--- src/rtl/seg_disp_scheduler_if.sv ---
`default_nettype none
// ============================================================================
// Module      : seg_disp_scheduler_if
// Description : Write-request bundle for the two requesters (A, B) of the
//               seven-segment digit store.
// Revision    : 1.0 - initial release
// ============================================================================
interface seg_disp_scheduler_if;
    logic       req_a;
    logic [3:0] num_a;
    logic [2:0] sel_a;
    logic       gnt_a;
    logic       req_b;
    logic [3:0] num_b;
    logic [2:0] sel_b;
    logic       gnt_b;

    modport master (
        output req_a, num_a, sel_a, req_b, num_b, sel_b,
        input  gnt_a, gnt_b
    );

    modport slave (
        input  req_a, num_a, sel_a, req_b, num_b, sel_b,
        output gnt_a, gnt_b
    );
endinterface
`default_nettype wire

--- src/rtl/seg_disp_scheduler.sv ---
`default_nettype none
// ============================================================================
// Module      : seg_disp_scheduler
// Description : 8x4-bit digit store with round-robin two-port write arbitration
//               and time-multiplexed active-low seven-segment scan.
//               Optional macro LEADING_ZERO_BLANK_EN auto-blanks leading zeros.
// Revision    : 1.0 - initial release
// ============================================================================
module seg_disp_scheduler #(
    parameter int NUM_DIGITS  = 8,
    parameter int REFRESH_DIV = 100000
) (
    input  logic                  clk,
    input  logic                  rst,
    seg_disp_scheduler_if.slave   wr,
    input  logic [NUM_DIGITS-1:0] blank,
    output logic [NUM_DIGITS-1:0] anode,
    output logic [6:0]            seg,
    output logic [2:0]            scan_idx
);

    localparam int                c_div_w    = (REFRESH_DIV > 2) ? $clog2(REFRESH_DIV) : 1;
    localparam logic [c_div_w-1:0] c_div_last = c_div_w'(REFRESH_DIV - 1);

    logic [7:0][3:0]          store_q, store_d;
    logic                     favour_b_q, favour_b_d;
    logic                     gnt_a_q, gnt_a_d;
    logic                     gnt_b_q, gnt_b_d;
    logic [c_div_w-1:0]       div_q, div_d;
    logic [2:0]               scan_idx_q, scan_idx_d;
    logic [NUM_DIGITS-1:0]    anode_q, anode_d;
    logic [6:0]               seg_q, seg_d;

    logic                     win_a;
    logic                     win_b;
    logic                     div_last;
    logic                     dark;
    logic [7:0]               auto_blank;

    function automatic logic [6:0] hex_to_seg(input logic [3:0] v);
        logic [6:0] s;
        case (v)
            4'h0:    s = 7'b0000001;
            4'h1:    s = 7'b1001111;
            4'h2:    s = 7'b0010010;
            4'h3:    s = 7'b0000110;
            4'h4:    s = 7'b1001100;
            4'h5:    s = 7'b0100100;
            4'h6:    s = 7'b0100000;
            4'h7:    s = 7'b0001111;
            4'h8:    s = 7'b0000000;
            4'h9:    s = 7'b0000100;
            4'hA:    s = 7'b0001000;
            4'hB:    s = 7'b1100000;
            4'hC:    s = 7'b0110001;
            4'hD:    s = 7'b1000010;
            4'hE:    s = 7'b0110000;
            default: s = 7'b0111000;
        endcase
        return s;
    endfunction

    // Pointer side wins a tie and the pointer then moves to the loser.
    always_comb begin
        win_a      = wr.req_a && (!wr.req_b || !favour_b_q);
        win_b      = wr.req_b && !win_a;
        favour_b_d = favour_b_q;
        if (wr.req_a && wr.req_b) begin
            favour_b_d = win_a;
        end
        store_d = store_q;
        if (win_a) begin
            store_d[wr.sel_a] = wr.num_a;
        end else if (win_b) begin
            store_d[wr.sel_b] = wr.num_b;
        end
        gnt_a_d = win_a;
        gnt_b_d = win_b;
    end

    always_comb begin
        auto_blank = '0;
`ifdef LEADING_ZERO_BLANK_EN
        begin : lz_scan
            logic zero_run;
            zero_run = 1'b1;
            for (int i = 7; i >= 1; i--) begin
                zero_run      = zero_run && (store_q[i] == 4'd0);
                auto_blank[i] = zero_run;
            end
        end
`endif
    end

    // Display registers are all computed from the next scan index so that
    // anode, seg and scan_idx always describe the same digit.
    always_comb begin
        div_last   = (div_q == c_div_last);
        div_d      = div_last ? '0 : div_q + c_div_w'(1);
        scan_idx_d = div_last ? scan_idx_q + 3'd1 : scan_idx_q;
        dark       = blank[scan_idx_d] | auto_blank[scan_idx_d];
        anode_d    = dark ? {NUM_DIGITS{1'b1}} : ~(NUM_DIGITS'(1) << scan_idx_d);
        seg_d      = dark ? 7'h7F : hex_to_seg(store_q[scan_idx_d]);
    end

    always_ff @(posedge clk or negedge rst) begin
        if (!rst) begin
            store_q    <= '0;
            favour_b_q <= 1'b0;
            gnt_a_q    <= 1'b0;
            gnt_b_q    <= 1'b0;
            div_q      <= '0;
            scan_idx_q <= 3'd0;
            anode_q    <= {NUM_DIGITS{1'b1}};
            seg_q      <= 7'h7F;
        end else begin
            store_q    <= store_d;
            favour_b_q <= favour_b_d;
            gnt_a_q    <= gnt_a_d;
            gnt_b_q    <= gnt_b_d;
            div_q      <= div_d;
            scan_idx_q <= scan_idx_d;
            anode_q    <= anode_d;
            seg_q      <= seg_d;
        end
    end

    assign wr.gnt_a = gnt_a_q;
    assign wr.gnt_b = gnt_b_q;
    assign anode    = anode_q;
    assign seg      = seg_q;
    assign scan_idx = scan_idx_q;

endmodule
`default_nettype wire

--- src/flat_wrapper.sv ---
// flat-port wrapper written by rule: the top's interface ports become plain ports
module seg_disp_scheduler_flat 
#(
    parameter int NUM_DIGITS  = 8,
    parameter int REFRESH_DIV = 100000
)
  (clk, rst, blank, anode, seg, scan_idx, wr_req_a, wr_num_a, wr_sel_a, wr_req_b, wr_num_b, wr_sel_b, wr_gnt_a, wr_gnt_b);
  seg_disp_scheduler_if wr_i ();
  input  logic clk;
  input  logic rst;
  input  logic [NUM_DIGITS-1:0] blank;
  output logic [NUM_DIGITS-1:0] anode;
  output logic [6:0] seg;
  output logic [2:0] scan_idx;
  input wire logic [$bits(wr_i.req_a)-1:0] wr_req_a;
  input wire logic [$bits(wr_i.num_a)-1:0] wr_num_a;
  input wire logic [$bits(wr_i.sel_a)-1:0] wr_sel_a;
  input wire logic [$bits(wr_i.req_b)-1:0] wr_req_b;
  input wire logic [$bits(wr_i.num_b)-1:0] wr_num_b;
  input wire logic [$bits(wr_i.sel_b)-1:0] wr_sel_b;
  output wire logic [$bits(wr_i.gnt_a)-1:0] wr_gnt_a;
  output wire logic [$bits(wr_i.gnt_b)-1:0] wr_gnt_b;
  assign wr_i.req_a = wr_req_a;
  assign wr_i.num_a = wr_num_a;
  assign wr_i.sel_a = wr_sel_a;
  assign wr_i.req_b = wr_req_b;
  assign wr_i.num_b = wr_num_b;
  assign wr_i.sel_b = wr_sel_b;
  assign wr_gnt_a = wr_i.gnt_a;
  assign wr_gnt_b = wr_i.gnt_b;
  seg_disp_scheduler #(.NUM_DIGITS(NUM_DIGITS), .REFRESH_DIV(REFRESH_DIV)) u_core (.clk(clk), .rst(rst), .wr(wr_i), .blank(blank), .anode(anode), .seg(seg), .scan_idx(scan_idx));
endmodule
--- config.mk ---
export PLATFORM = sky130hd
export DESIGN_NAME = seg_disp_scheduler_flat
export DESIGN_NICKNAME = d
export VERILOG_FILES = /design/src/rtl/seg_disp_scheduler_if.sv /design/src/rtl/seg_disp_scheduler.sv /design/src/flat_wrapper.sv
export SDC_FILE = /design/constraint.sdc
export NUM_CORES = 1
export LEC_CHECK = 0
export ABC_AREA = 1
export CORE_MARGIN = 8
export CORE_UTILIZATION = 25
export CTS_CLUSTER_SIZE = 25
export DETAILED_ROUTE_END_ITERATION = 7
export GPL_ROUTABILITY_DRIVEN = 0
export PLACE_DENSITY = 0.38
export SLEW_MARGIN = 20
export SYNTH_ARGS = -nofsm -noshare
export SYNTH_HDL_FRONTEND = slang
export SYNTH_SLANG_ARGS = --single-unit
--- constraint.sdc ---
create_clock -name clk -period 5.5 [get_ports clk]
set_clock_uncertainty 0.2 [all_clocks]
set_input_delay 1.65 -clock clk [delete_from_list [all_inputs] [get_ports clk]]
set_output_delay 1.65 -clock clk [all_outputs]
set_load 0.1 [all_outputs]
==> results.sh, run 1 <==
export IMPL_postSynthCellCount=521
export IMPL_switching_share_pct=28.7
export IMPL_synth_xor_area_share_pct=1.33
export IMPL_holdWs_ps=299
export IMPL_detail_route_antenna_nets=0
export IMPL_synthFlopType="dfrtp_1"
export IMPL_final_common_cell="nand2_1"
export IMPL_wl_met3_um=492
export IMPL_slew_violations=0
export IMPL_portBuffers=45
export IMPL_setup_tns_ps=0
export IMPL_dp_hpwl_um=8340
export IMPL_grt_max_degree=71
export IMPL_initial_core_util_pct=25.3
export IMPL_synth_edf_count=0
export IMPL_yosysSeqAreaShare_pct=44.7
export IMPL_clk_latency_ps=340
export IMPL_syn_nets=555
export IMPL_topRoutingLayerUsed="met4"
export IMPL_cts_resized=0
export IMPL_p_comb_share_pct=19.1
export IMPL_slew_headroom_pct=34.1
export IMPL_finalWirelength_um=11100
export IMPL_synthMuxAreaShare_pct=0
export IMPL_async_flop_share_pct=100
export IMPL_h_tree_depth=3
export IMPL_synth_compound_area_share_pct=13.7
export IMPL_tightest_slew_ps=985
export IMPL_hold_path_class="flip-flop to flip-flop"
export IMPL_grt_overflow=0
export IMPL_yosys_warnings=0
export IMPL_synth_top_family_by_area="simple AND/OR/NAND/NOR gates"
export IMPL_cts_root_buf="clkbuf_16"
export IMPL_clk_path_buf_depth=2
export IMPL_instances_no_fill=790
export IMPL_ios=46
export IMPL_vias_per_cell=4.34
export IMPL_gr_usage_all_layers_pct=11.8
export IMPL_ys_types=33
export IMPL_syn_area_per_cell_um2=7.60
export IMPL_critical_path_top_delay_family="buffers and inverters"
export IMPL_intPower_mw=1.11
export IMPL_path_clk_slew_ps=60
export IMPL_diodes=0
export IMPL_p_sw_uw=445
export IMPL_syn_cell_area_um2=3960
export IMPL_die_height_um=142
export IMPL_cp_required_ps=3650
export IMPL_routedWlPerCell_um=14.0
export IMPL_setup_viol=0
export IMPL_crit_fanout=1
export IMPL_drtIter0Drc=218
export IMPL_ir_drop_mv=0.139
export IMPL_critical_path_slowest_cell="clkdlybuf4s50_1"
export IMPL_wl_met2_um=4860
export IMPL_dr_pass1_iters=4
export IMPL_die_x_um=142
export IMPL_antenna_found_initial=0
export IMPL_grt_pass1_wl_um=18700
export IMPL_yosys_area_share_simple_pct=27.3
export IMPL_cts_sinks=70
export IMPL_worst_setup_path_type="flip-flop to output port"
export IMPL_path_cells="clkdlybuf4s50_1"
export IMPL_core_area_um2=15700
export IMPL_synthAdderAreaFrac_pct=2.53
export IMPL_max_cap_violations=0
export IMPL_cpPeakStageDelay_ps=1130
export IMPL_fmaxAchievable_ghz=0.261
export IMPL_cts_buffers=9
export IMPL_n_fill_cell=1722
export IMPL_ys_ff_latch=70
export IMPL_post_cts_setup_buffer_count=0
export IMPL_drive_gt1_share_pct=9.06
export IMPL_post_route_util_pct=31.7
export IMPL_status="complete, no violations"
export IMPL_drt_met1_wl_um=5600
export IMPL_rows=46
export IMPL_endpoint_kind="output port"
export IMPL_min_period_over_period_pct=69.7
export IMPL_area_delta_synth_final_pct=25.1
export IMPL_leakage_nw=2.30
export IMPL_min_period_ps=3830
export IMPL_p_clk_share_pct=43.6
export IMPL_dr_total_vias=3430
export IMPL_place_inst=774
export IMPL_cp_num_buf_inv=1
export IMPL_nets=603
export IMPL_layout_common_cells="146 x nand2_1, 86 x inv_1, 55 x dfrtp_1, 44 x clkdlybuf4s50_1, 43 x nand3_1"
export IMPL_worstPathArrival_ps=1980
export IMPL_power_density_nw_per_um2=313
export IMPL_cts_hold_buf=0
export IMPL_p_seq_share_pct=37.3
export IMPL_rsz0062_at_grt="no"
export IMPL_total_power_mw=1.55
export IMPL_grt_pass1_vias=3547
export IMPL_drcViolationCount=0
export IMPL_cp_start_kind="flip-flop"
export IMPL_cts_tree="yes"
export IMPL_die_area_um2=20100
export IMPL_hold_viol=0
==> power by group through the flow <==
stage	Clock (mW)	Combinational, mW	Sequential [mW]
global route	0.723	0.330	0.584
floorplan	0	0.128	0.667
detailed placement	0	0.300	0.587
finish	0.676	0.297	0.578
CTS	0.701	0.300	0.578
global placement	0	0.300	0.587
==> logic make-up after synthesis <==
| group | count (synthesis) |
|---|---|
| AND/OR/NAND/NOR | 251 |
| buffers and inverters | 99 |
| AO/OA/AOI/OAI | 87 |
| flip-flops | 70 |
| adder cells (fa/ha/maj) | 8 |
| XOR/XNOR | 6 |
==> cell usage after synthesis, types with 2 or more instances <==
master / count / area [µm²]
nand2_1: 146 / 548
inv_1: 86 / 323
dfrtp_1: 55 / 1380
nand3_1: 43 / 215
o21ai_0: 32 / 160
nor2_1: 31 / 116
a22oi_1: 15 / 113
dfstp_2: 15 / 394
a21oi_1: 12 / 60.1
nor3_1: 10 / 50.1
o22ai_1: 9 / 56.3
ha_1: 8 / 100
o221ai_1: 7 / 61.3
nand2_2: 5 / 31.3
o21ai_1: 5 / 25.0
buf_2: 4 / 20.0
buf_6: 4 / 45.0
nand3_2: 4 / 40.0
nand3b_1: 4 / 30.0
nand4_1: 4 / 25.0
nor2_2: 3 / 18.8
xnor2_1: 3 / 26.3
xor2_1: 3 / 26.3
buf_4: 2 / 15.0
inv_2: 2 / 7.51
o211ai_2: 2 / 25.0
==> per-stage QoR <==
step | setup WS (ps) | instance area (µm²)
final | 1670 | 4960
after global routing | 1550 | 4960
after CTS | 1640 | 4960
after detailed placement | 1450 | 4610
after global placement | 1540 | 4610
after floorplan | 2430 | 3960
==> state kept, by name, indices dropped and copies added (netlist names) <==
register           flops
u_core.favour_b_q      1
u_core.store_q        32
u_core.scan_idx        3
u_core.wr.gnt_a        1
u_core.div_q          17
u_core.anode           8
u_core.wr.gnt_b        1
u_core.seg             7
==> worst min-delay path, stage by stage, from the launching register on <==
cell and delay, ps:
dfrtp_1 340, nand2_1 50, o21ai_0 70
==> final timing paths <==
check | start | to | slack [ps] | depth (start not counted)
min reg2reg | u_core.store_q[7] | u_core.store_q[7] | 300 | 2
max reg2reg | u_core.div_q[0] | u_core.seg[3] | 2000 | 16
min in group asynchronous | rst | u_core.div_q[8] | 1310 | 2
min | u_core.store_q[7] | u_core.store_q[7] | 300 | 2
max | u_core.anode[1] | anode[1] | 1670 | 1
max in group asynchronous | rst | u_core.store_q[14] | 3180 | 2
==> routing by layer <==
layer / track usage, % / up-vias
li1: - / 1782
met1: 15.4 / 1576
met2: 18.4 / 62
met3: 3.02 / 10
met4: 4.58 / 0
met5: 0 / -
==> cell type report <==
class,instances,area [µm²],share of cell area (%)
Inverter,88,330,6.66
Multi-Input combinational cell,352,1780,35.8
Clock inverter,4,95.1,1.92
Tap cell,216,270,5.45
Timing Repair Buffer,48,468,9.44
Sequential cell,70,1770,35.7
Clock buffer,12,246,4.97
Power figures use the tool's default switching activity.
==> inputs of run 2 (changes only) <==
==> constraint.sdc (replaced) <==
create_clock -name clk -period 3.84 [get_ports clk]
set_clock_uncertainty 0.2 [all_clocks]
set_input_delay 1.152 -clock clk [delete_from_list [all_inputs] [get_ports clk]]
set_output_delay 1.152 -clock clk [all_outputs]
set_load 0.1 [all_outputs]
==> run 2 against run 1 <==
Final cell count is 1.0% higher; core utilization is 0.29 points lower; combinational power is 42% higher; register-to-register slack worse by 1100 ps; die area stayed put; wire length is 0.37% lower; largest cell class unchanged; largest power group is now sequential cells.
==> results.sh, run 2 (synthesis results as in run 1) <==
export IMPL_detail_route_antenna_nets=0
export IMPL_ir_drop_mv=0.212
export IMPL_status="complete, no violations"
export IMPL_place_inst=782
export IMPL_power_density_nw_per_um2=416
export IMPL_antenna_found_initial=0
export IMPL_grt_overflow=0
export IMPL_ios=46
export IMPL_worstPathArrival_ps=2980
export IMPL_critical_path_slowest_cell="clkdlybuf4s50_1"
export IMPL_grt_pass1_vias=3554
export IMPL_final_common_cell="nand2_1"
export IMPL_cts_hold_buf=0
export IMPL_path_cells="clkdlybuf4s50_1 -> inv_1 -> nor3_1 -> a21oi_1 -> a221oi_1 -> a21oi_1"
export IMPL_hold_path_class="flip-flop to flip-flop"
export IMPL_cts_root_buf="clkbuf_16"
export IMPL_diodes=0
export IMPL_portBuffers=45
export IMPL_initial_core_util_pct=25.3
export IMPL_grt_max_degree=31
export IMPL_vias_per_cell=4.34
export IMPL_area_delta_synth_final_pct=24.0
export IMPL_clk_latency_ps=330
export IMPL_min_period_ps=2980
export IMPL_crit_top_cell="a21oi_1"
export IMPL_min_period_over_period_pct=77.7
export IMPL_dr_total_vias=3467
export IMPL_cts_buffers=9
export IMPL_cts_sinks=70
export IMPL_leakage_nw=2.32
export IMPL_slew_headroom_pct=52.7
export IMPL_routedWlPerCell_um=13.8
export IMPL_setup_viol=0
export IMPL_crit_fanout=8
export IMPL_post_route_util_pct=31.4
export IMPL_max_cap_violations=0
export IMPL_total_power_mw=2.04
export IMPL_n_fill_cell=1721
export IMPL_path_clk_slew_ps=60
export IMPL_core_area_um2=15700
export IMPL_die_x_um=142
export IMPL_drive_gt1_share_pct=14.1
export IMPL_holdWs_ps=292
export IMPL_slew_violations=0
export IMPL_rows=46
export IMPL_layout_common_cells="146 x nand2_1, 86 x inv_1, 55 x dfrtp_1, 43 x nand3_1, 32 x o21ai_0"
export IMPL_drtIter0Drc=189
export IMPL_die_area_um2=20100
export IMPL_worst_setup_path_type="input port to flip-flop"
export IMPL_largest_reg_flops=32
export IMPL_cp_required_ps=3840
export IMPL_critical_path_top_delay_family="compound AO/OA/AOI/OAI gates"
export IMPL_fmaxAchievable_ghz=0.335
export IMPL_cp_start_kind="input port"
export IMPL_cts_resized=0
export IMPL_dp_hpwl_um=8750
export IMPL_post_cts_setup_buffer_count=0
export IMPL_top_register="u_core.store_q"
export IMPL_dr_pass1_iters=5
export IMPL_grt_pass1_wl_um=18500
export IMPL_rsz0062_at_grt="no"
export IMPL_finalWirelength_um=11000
export IMPL_cpPeakStageDelay_ps=540
export IMPL_drcViolationCount=0
export IMPL_tightest_slew_ps=709
export IMPL_gr_usage_all_layers_pct=11.7
export IMPL_h_tree_depth=3
export IMPL_clk_path_buf_depth=2
export IMPL_cts_tree="yes"
export IMPL_setup_tns_ps=0
export IMPL_die_height_um=142
export IMPL_instances_no_fill=798
export IMPL_endpoint_kind="flip-flop"
export IMPL_nets=611
export IMPL_hold_viol=0
export IMPL_cp_num_buf_inv=2
==> run 2: metrics by stage <==
step	area, µm²	setup slack [ps]
after floorplan	3960	1010
after global placement	4620	527
after detailed placement	4620	530
after CTS	4910	854
after global routing	4910	591
final	4910	858
==> run 2: path summary, 6_finish.rpt <==
check                      slack (ps)              from  cells after the start            endpoint
min in group asynchronous         660               rst                      1     u_core.div_q[7]
hold / removal                    290  u_core.div_q[13]                      1    u_core.div_q[13]
setup reg to reg                  880   u_core.div_q[0]                     14       u_core.seg[2]
hold reg to reg                   290  u_core.div_q[13]                      1    u_core.div_q[13]
setup / recovery                  860       wr_sel_b[2]                      6  u_core.store_q[26]
max in group asynchronous        1960               rst                      2     u_core.anode[0]
==> run 2: metal layers <==
layer | up-vias | track usage [%] | wire length [µm]
met5 | - | 0 | 0
met4 | 0 | 4.97 | 142
met3 | 10 | 2.89 | 563
met2 | 78 | 17.5 | 4770
met1 | 1578 | 15.8 | 5550
li1 | 1801 | - | -
==> run 2: area by class of cell <==
type                            count  area, µm²  area share (%)
Clock buffer                       11        253            5.15
Inverter                           88        330            6.73
Multi-Input combinational cell    352       1780            36.2
Clock inverter                      5       33.8           0.688
Tap cell                          216        270            5.50
Timing Repair Buffer               56        478            9.73
Sequential cell                    70       1770            36.1
==> run 2: where the power goes <==
| group | leakage (nW) | switching (mW) | total (mW) | internal, mW |
|---|---|---|---|---|
| Combinational | 1.29 | 0.300 | 0.422 | 0.122 |
| Sequential | 0.888 | 0.0214 | 0.829 | 0.807 |
| Clock | 0.138 | 0.319 | 0.790 | 0.471 |
==> edit 1: new RTL, settings of run 2 <==
`REFRESH_DIV` is set to 100000 in 2 places; all go to 50000.
--- a/src/rtl/seg_disp_scheduler.sv
+++ b/src/rtl/seg_disp_scheduler.sv
@@ -10,3 +10,3 @@
     parameter int NUM_DIGITS  = 8,
-    parameter int REFRESH_DIV = 100000
+    parameter int REFRESH_DIV = 50000
 ) (
--- a/src/flat_wrapper.sv
+++ b/src/flat_wrapper.sv
@@ -4,3 +4,3 @@
     parameter int NUM_DIGITS  = 8,
-    parameter int REFRESH_DIV = 100000
+    parameter int REFRESH_DIV = 50000
 )
Behaviour: same outputs for any inputs over 10 cycles, from zero or initial values and one cycle with rst low; that may be too few to reach the edited logic, so the function may still have changed.
==> edit 1 against run 2 <==
Final area increased by 1.9%. Setup slack improved by 0.044 ns. Synthesized cell count increased by 2.3%. Fmax increased by 1.5%. Utilization increased by 0.12 points. Area after synthesis increased by 2.6%. Sequential cell count decreased by 1. Routed wire length increased by 4.8%. Worst hold slack got worse by 0.036 ns. Total power decreased by 1.5%. Highest routed layer unchanged.
==> edit 1: results (changes against run 2) <==
layout:
  largest_reg_flops: 32  # unchanged
  nNetsFinal: 623  # +2.0%
  drive_gt1_share_pct: 14.81  # +0.73 points
  diodes: 0  # unchanged
pwr:
  power_frac_comb_pct: 18.7  # -2.0 points
  p_seq_uw: 819  # -1%
  leakagePower_nw: 2.415  # +4.2%
  ir_worst_vdd_uv: 212.8  # +0.46%
  switching_share_pct: 29.29  # -2.1 points
worst_hold_path:
  hp-class: "reg -> reg"
cts:
  cts_sinks: 69  # -1.4%
  clk_path_buf_depth: 2  # unchanged
  cts_max_level: 3  # unchanged
  cts_buffers: 9  # unchanged
global_routing:
  grt_pass1_vias: 3577  # +0.65%
  grt_max_degree: 37  # +19%
  overflow: 0  # unchanged
  grt_pass1_wl_um: 18990  # +2.8%
  grt_usage_pct: 12.01  # +0.28 points
synthesis:
  synth_common_cells: "136 x nand2_1, 88 x inv_1, 54 x dfrtp_1, 54 x nand3_1, 41 x nor2_1"
  synth-xor-area-share_pct: 1.294  # -0.033 points
  synthArstFlopShare_pct: 100.0  # unchanged
  synth_adder_area_share_pct: 2.465  # -0.063 points
  synth-compound-area-share_pct: 13.06  # -0.62 points
  yosys-mux-area-fraction_pct: 0  # unchanged
  synth_nets: 567  # +2.2%
  yosysWarnings: 0  # unchanged
  ys_seq_area_share_pct: 42.98  # -1.7 points
  synthTopCellsByArea: "dfrtp_1 33%, nand2_1 13%, dfstp_2 9.7%"
  synth_cell_types: 34  # +3.0%
critical_path:
  cp_top_family: "simple AND/OR/NAND/NOR gates"
  crit_path_max_incr_delay_ns: 0.36  # -0.18 ns
  r2r_setup_slack_ns: 0.90  # +0.02 ns
  cp_max_fo: 13  # +5
  cp_slowest_cell: "dfrtp_1"
  arrival_ns: 3.02  # +0.04 ns
route:
  post_drt_via_cell_ratio: 4.412  # +1.6%
  avgRoutedWirePerCell_um: 14.27  # +3.3%
  drtPass1Iterations: 4  # -1
  drc_errors: 0  # unchanged
  first_iter_violations: 203  # +7.4%
placement:
  port_buffers: 45  # unchanged
  dp_hpwl_um: 8952  # +2.3%
  pre_cts_ws_ns: 0.6593  # +0.1294 ns
run_status:
  status: "completed"
timing:
  relSlewSlack_pct: 62.01  # +9.3 points
  fmaxAchievable_mhz: 340.4  # +1.5%
[edit 1: changes by cell type after synthesis, moves of 3 or more]
cell | run 2 | this run
nand3_1 | 43 | 54
nand2_1 | 146 | 136
nor2_1 | 31 | 41
nand2_2 | 5 | 14
a21oi_1 | 12 | 19
o221ai_1 | 7 | 13
o21ai_0 | 32 | 27
o22ai_1 | 9 | 4
nand3b_1 | 4 | 0
o21ai_1 | 5 | 1
buf_2 | 4 | 1
[edit 1: cells by family after synthesis]
kind of cell | count (synthesis)
fa+ha+maj | 8
compound gates | 83
xor+xnor | 6
buf+inv | 100
flops | 69
simple gates | 267
[edit 1: path summary, 6_finish.rpt]
check / startpoint / end / cells after the start
max: u_core.div_q[0]$_DFF_PN0_ / u_core.seg[3]$_DFF_PN1_ / 14
max in group asynchronous: rst / u_core.store_q[25]$_DFFE_PN0P_ / 2
min: u_core.div_q[0]$_DFF_PN0_ / u_core.div_q[0]$_DFF_PN0_ / 1
min in group asynchronous: rst / u_core.div_q[9]$_DFF_PN0_ / 1
min reg2reg: u_core.div_q[0]$_DFF_PN0_ / u_core.div_q[0]$_DFF_PN0_ / 1
max reg2reg: u_core.div_q[0]$_DFF_PN0_ / u_core.seg[3]$_DFF_PN1_ / 14
[edit 1: metrics by stage]
| stage | utilization, % | area, um2 | hold WS, ns | power [mW] | cells |
|---|---|---|---|---|---|
| final | 31.49 | 5002 | 0.2560 | 2.011 | 810 |
| after global routing | 31.49 | 5002 | 0.3084 | 2.115 | 810 |
| after CTS | 31.49 | 5002 | 0.2626 | 2.043 | 810 |
| after detailed placement | 29.65 | 4711 | 0.2554 | 1.213 | 794 |
| after global placement | 29.65 | 4711 | 0.2441 | 1.217 | 794 |
| after floorplan | - | 4061 | 0.2292 | 1.074 | 533 |
[edit 1: area by class of cell]
type | instances | area, um2
fillers | 1771 | 10880
multi-input cells | 364 | 1892
flip-flops and latches | 69 | 1745
repair buffers | 53 | 455.4
inverters | 92 | 347.8
clock buffers | 16 | 291.5
well taps | 216 | 270.3
[edit 1: metal layers]
layer | wire (um) | vias up | part of all wire, % | global-route usage (%)
met5 | 0 | - | 0 | 0
met4 | 137 | 0 | 1.2 | 3.763
met3 | 584 | 9 | 5.1 | 3.882
met2 | 5214 | 66 | 45 | 18.95
met1 | 5625 | 1670 | 49 | 15.25
li1 | - | 1829 | - | -
[edit 1: worst reg2reg max path: cells and delay by family (launching register included)]
| kind | cells | cell delay, ns |
|---|---|---|
| AOI/OAI and AO/OA | 2 | 0.49 |
| adders and majority gates | 2 | 0.45 |
| buffers and inverters | 1 | 0.20 |
| DFF | 1 | 0.36 |
| and+or+nand+nor | 9 | 1.21 |
==> edit 2: new RTL, settings of run 2 <==
Without the edit above. Remove the register `seg_q`: a continuous assignment takes its place, so the output `seg` follows one clock earlier.
--- a/src/rtl/seg_disp_scheduler.sv
+++ b/src/rtl/seg_disp_scheduler.sv
@@ -114,3 +114,2 @@
             anode_q    <= {NUM_DIGITS{1'b1}};
-            seg_q      <= 7'h7F;
         end else begin
@@ -123,5 +122,6 @@
             anode_q    <= anode_d;
-            seg_q      <= seg_d;
         end
     end
+
+    assign seg_q = seg_d;
 
Formal check against the unedited RTL: not equivalent (a bounded check fails within 4 cycles, from zero or initial values and one cycle with rst low).
==> edit 2 against run 2 <==
The flow now finishes with violations (setup timing). Sequential power decreased by 12%. Utilization rose by 3.7 points. Final cell count shrank 2.8%. Largest cell class unchanged. Count of clock-buffer cells in the layout increased by 2. Final area is 7.3% higher. Area after synthesis down 4.0%. Setup slack worse by 1.2 ns. Total power decreased by 4.7%. Routed wire length increased by 1.9%. Sequential cell count shrank 7. Global-route usage increased by 0.20 points.
==> edit 2: results (changes against run 2) <==
timing:
  worst_pin_slew_ns: 0.6367  # -0.07253 ns
  timing.hold.ws_ns: 0.2833  # -0.009084 ns
  setup_ws_ns: -0.3287  # -1.186 ns
  setup-tns-final_ns: -2.100  # -2.100 ns
  setup_viol: 7  # +7
route:
  wl_met3_um: 511  # -9.2%
  wl_um: 11240  # +1.9%
  drtPass1Iterations: 4  # -1
  met1_length_um: 5432  # -2.2%
  first_iter_violations: 174  # -7.9%
  post_drt_via_cell_ratio: 4.576  # +5.3%
critical_path:
  cp_max_fo: 10  # +2
  arrival_ns: 2.82  # -0.16 ns
  cp_slowest_cell: "dfrtp_1"
  crit_path_max_incr_delay_ns: 0.39  # -0.15 ns
  r2r_setup_slack_ns: 1.27  # +0.39 ns
global_routing:
  grt_usage_pct: 11.93  # +0.20 points
  grt_pass1_wl_um: 18620  # +0.82%
  grt_max_degree: 39  # +26%
  grt_pass1_vias: 3593  # +1.1%
synthesis:
  synthTopCellsByArea: "dfrtp_1 36%, nand2_1 14%, inv_1 6.9%"
  ys_seq_area_share_pct: 41.75  # -3.0 points
  synth_cell_types: 37  # +12%
  synth_common_cells: "138 x nand2_1, 70 x inv_1, 55 x dfrtp_1"
  synth_nets: 531  # -4.3%
cts:
  insertion_delay_ns: 0.33  # about the same
placement:
  dp_hpwl_um: 8681  # -0.82%
  pre_cts_ws_ns: -0.1174  # -0.6473 ns
run_status:
  failed_checks: "setup timing"
  status: "finished, violations left"
pwr:
  leakagePower_nw: 2.416  # +4.2%
layout:
  nNetsFinal: 617  # +0.98%
  num-fill-cells: 1590  # -7.6%
  drive_gt1_share_pct: 23.81  # +9.7 points
-- edit 2: cell types whose count changed after synthesis, moves of 4 or more --
cell and change:
inv_1 -16, a22oi_1 +7, nand2_1 -8, buf_6 +4
o22ai_1 -6, o211ai_1 +4, dfstp_2 -7, nor2_1 -4
-- edit 2: power by group through the flow --
stage	clock network (mW)	registers (mW)	logic, mW
4_1_cts	0.869	0.732	0.373
3_5_place_dp	0	0.743	0.367
2_1_floorplan	0	0.753	0.211
3_3_place_gp	0	0.744	0.368
5_1_grt	0.899	0.736	0.410
6_report	0.839	0.731	0.375
-- edit 2: kinds of logic (layout without fill, tap and decap cells) --
family                     count (synthesis)  count (layout)  share of synthesized area, %
AOI/OAI and AO/OA                         86              86                         14.22
and+or+nand+nor                          248             249                         29.80
xor gates and xnor gates                   6               6                         1.383
buffers and inverters                     86             176                         10.21
adders and majority gates                  8               8                         2.634
DFF                                       63              63                         41.75
-- edit 2: per-layer routing --
layer | vias to the layer above | GRT usage, %
met5 | - | 0
met4 | 0 | 4.564
met3 | 13 | 2.565
met2 | 77 | 18.93
met1 | 1649 | 15.56
li1 | 1812 | -
-- edit 2: path summary, 6_finish.rpt --
kind                                                       end  cells after the start                     startpoint
worst max-delay path                                    seg[4]                     15      u_core.div_q[0]$_DFF_PN0_
worst min-delay path             u_core.store_q[2]$_DFFE_PN0P_                      2  u_core.store_q[2]$_DFFE_PN0P_
worst max register to register       u_core.anode[5]$_DFF_PN1_                     16      u_core.div_q[0]$_DFF_PN0_
worst min register to register   u_core.store_q[2]$_DFFE_PN0P_                      2  u_core.store_q[2]$_DFFE_PN0P_
max in group asynchronous       u_core.store_q[18]$_DFFE_PN0P_                      2                            rst
min in group asynchronous           u_core.div_q[11]$_DFF_PN0_                      1                            rst
-- edit 2: area by class of cell --
type                    count  area (um2)  area share [%]
inverters                  75       281.5           5.342
clock inverters             3       43.79          0.8310
clock buffers              13       260.3           4.938
flip-flops and latches     63        1594           30.25
multi-input cells         349        2042           38.75
well taps                 188       235.2           4.463
repair buffers             85       813.3           15.43
-- edit 2: worst max-delay path: cells and delay by family (launching register included) --
family,cells,cell delay [ns]
fa+ha+maj,1,0.16
simple gates,9,0.88
compound gates,1,0.27
buf+inv,4,0.78
flops,1,0.39
-- edit 2: stage by stage --
step / power (mW) / cell area, um2 / instances
2_1_floorplan: 0.9633 / 3929 / 497
3_3_place_gp: 1.112 / 4821 / 753
3_5_place_dp: 1.110 / 4821 / 753
4_1_cts: 1.974 / 5191 / 773
5_1_grt: 2.044 / 5270 / 776
6_report: 1.946 / 5270 / 776
-- edit 2: repair_timing --
item / CTS / global route
endpoints found under the setup margin: 7 / 7
cloned: 0 / 1
resized for setup: 8 / 12
setup buffers: 4 / 2
hold buffers: 0 / 0
pin swaps: 7 / 7
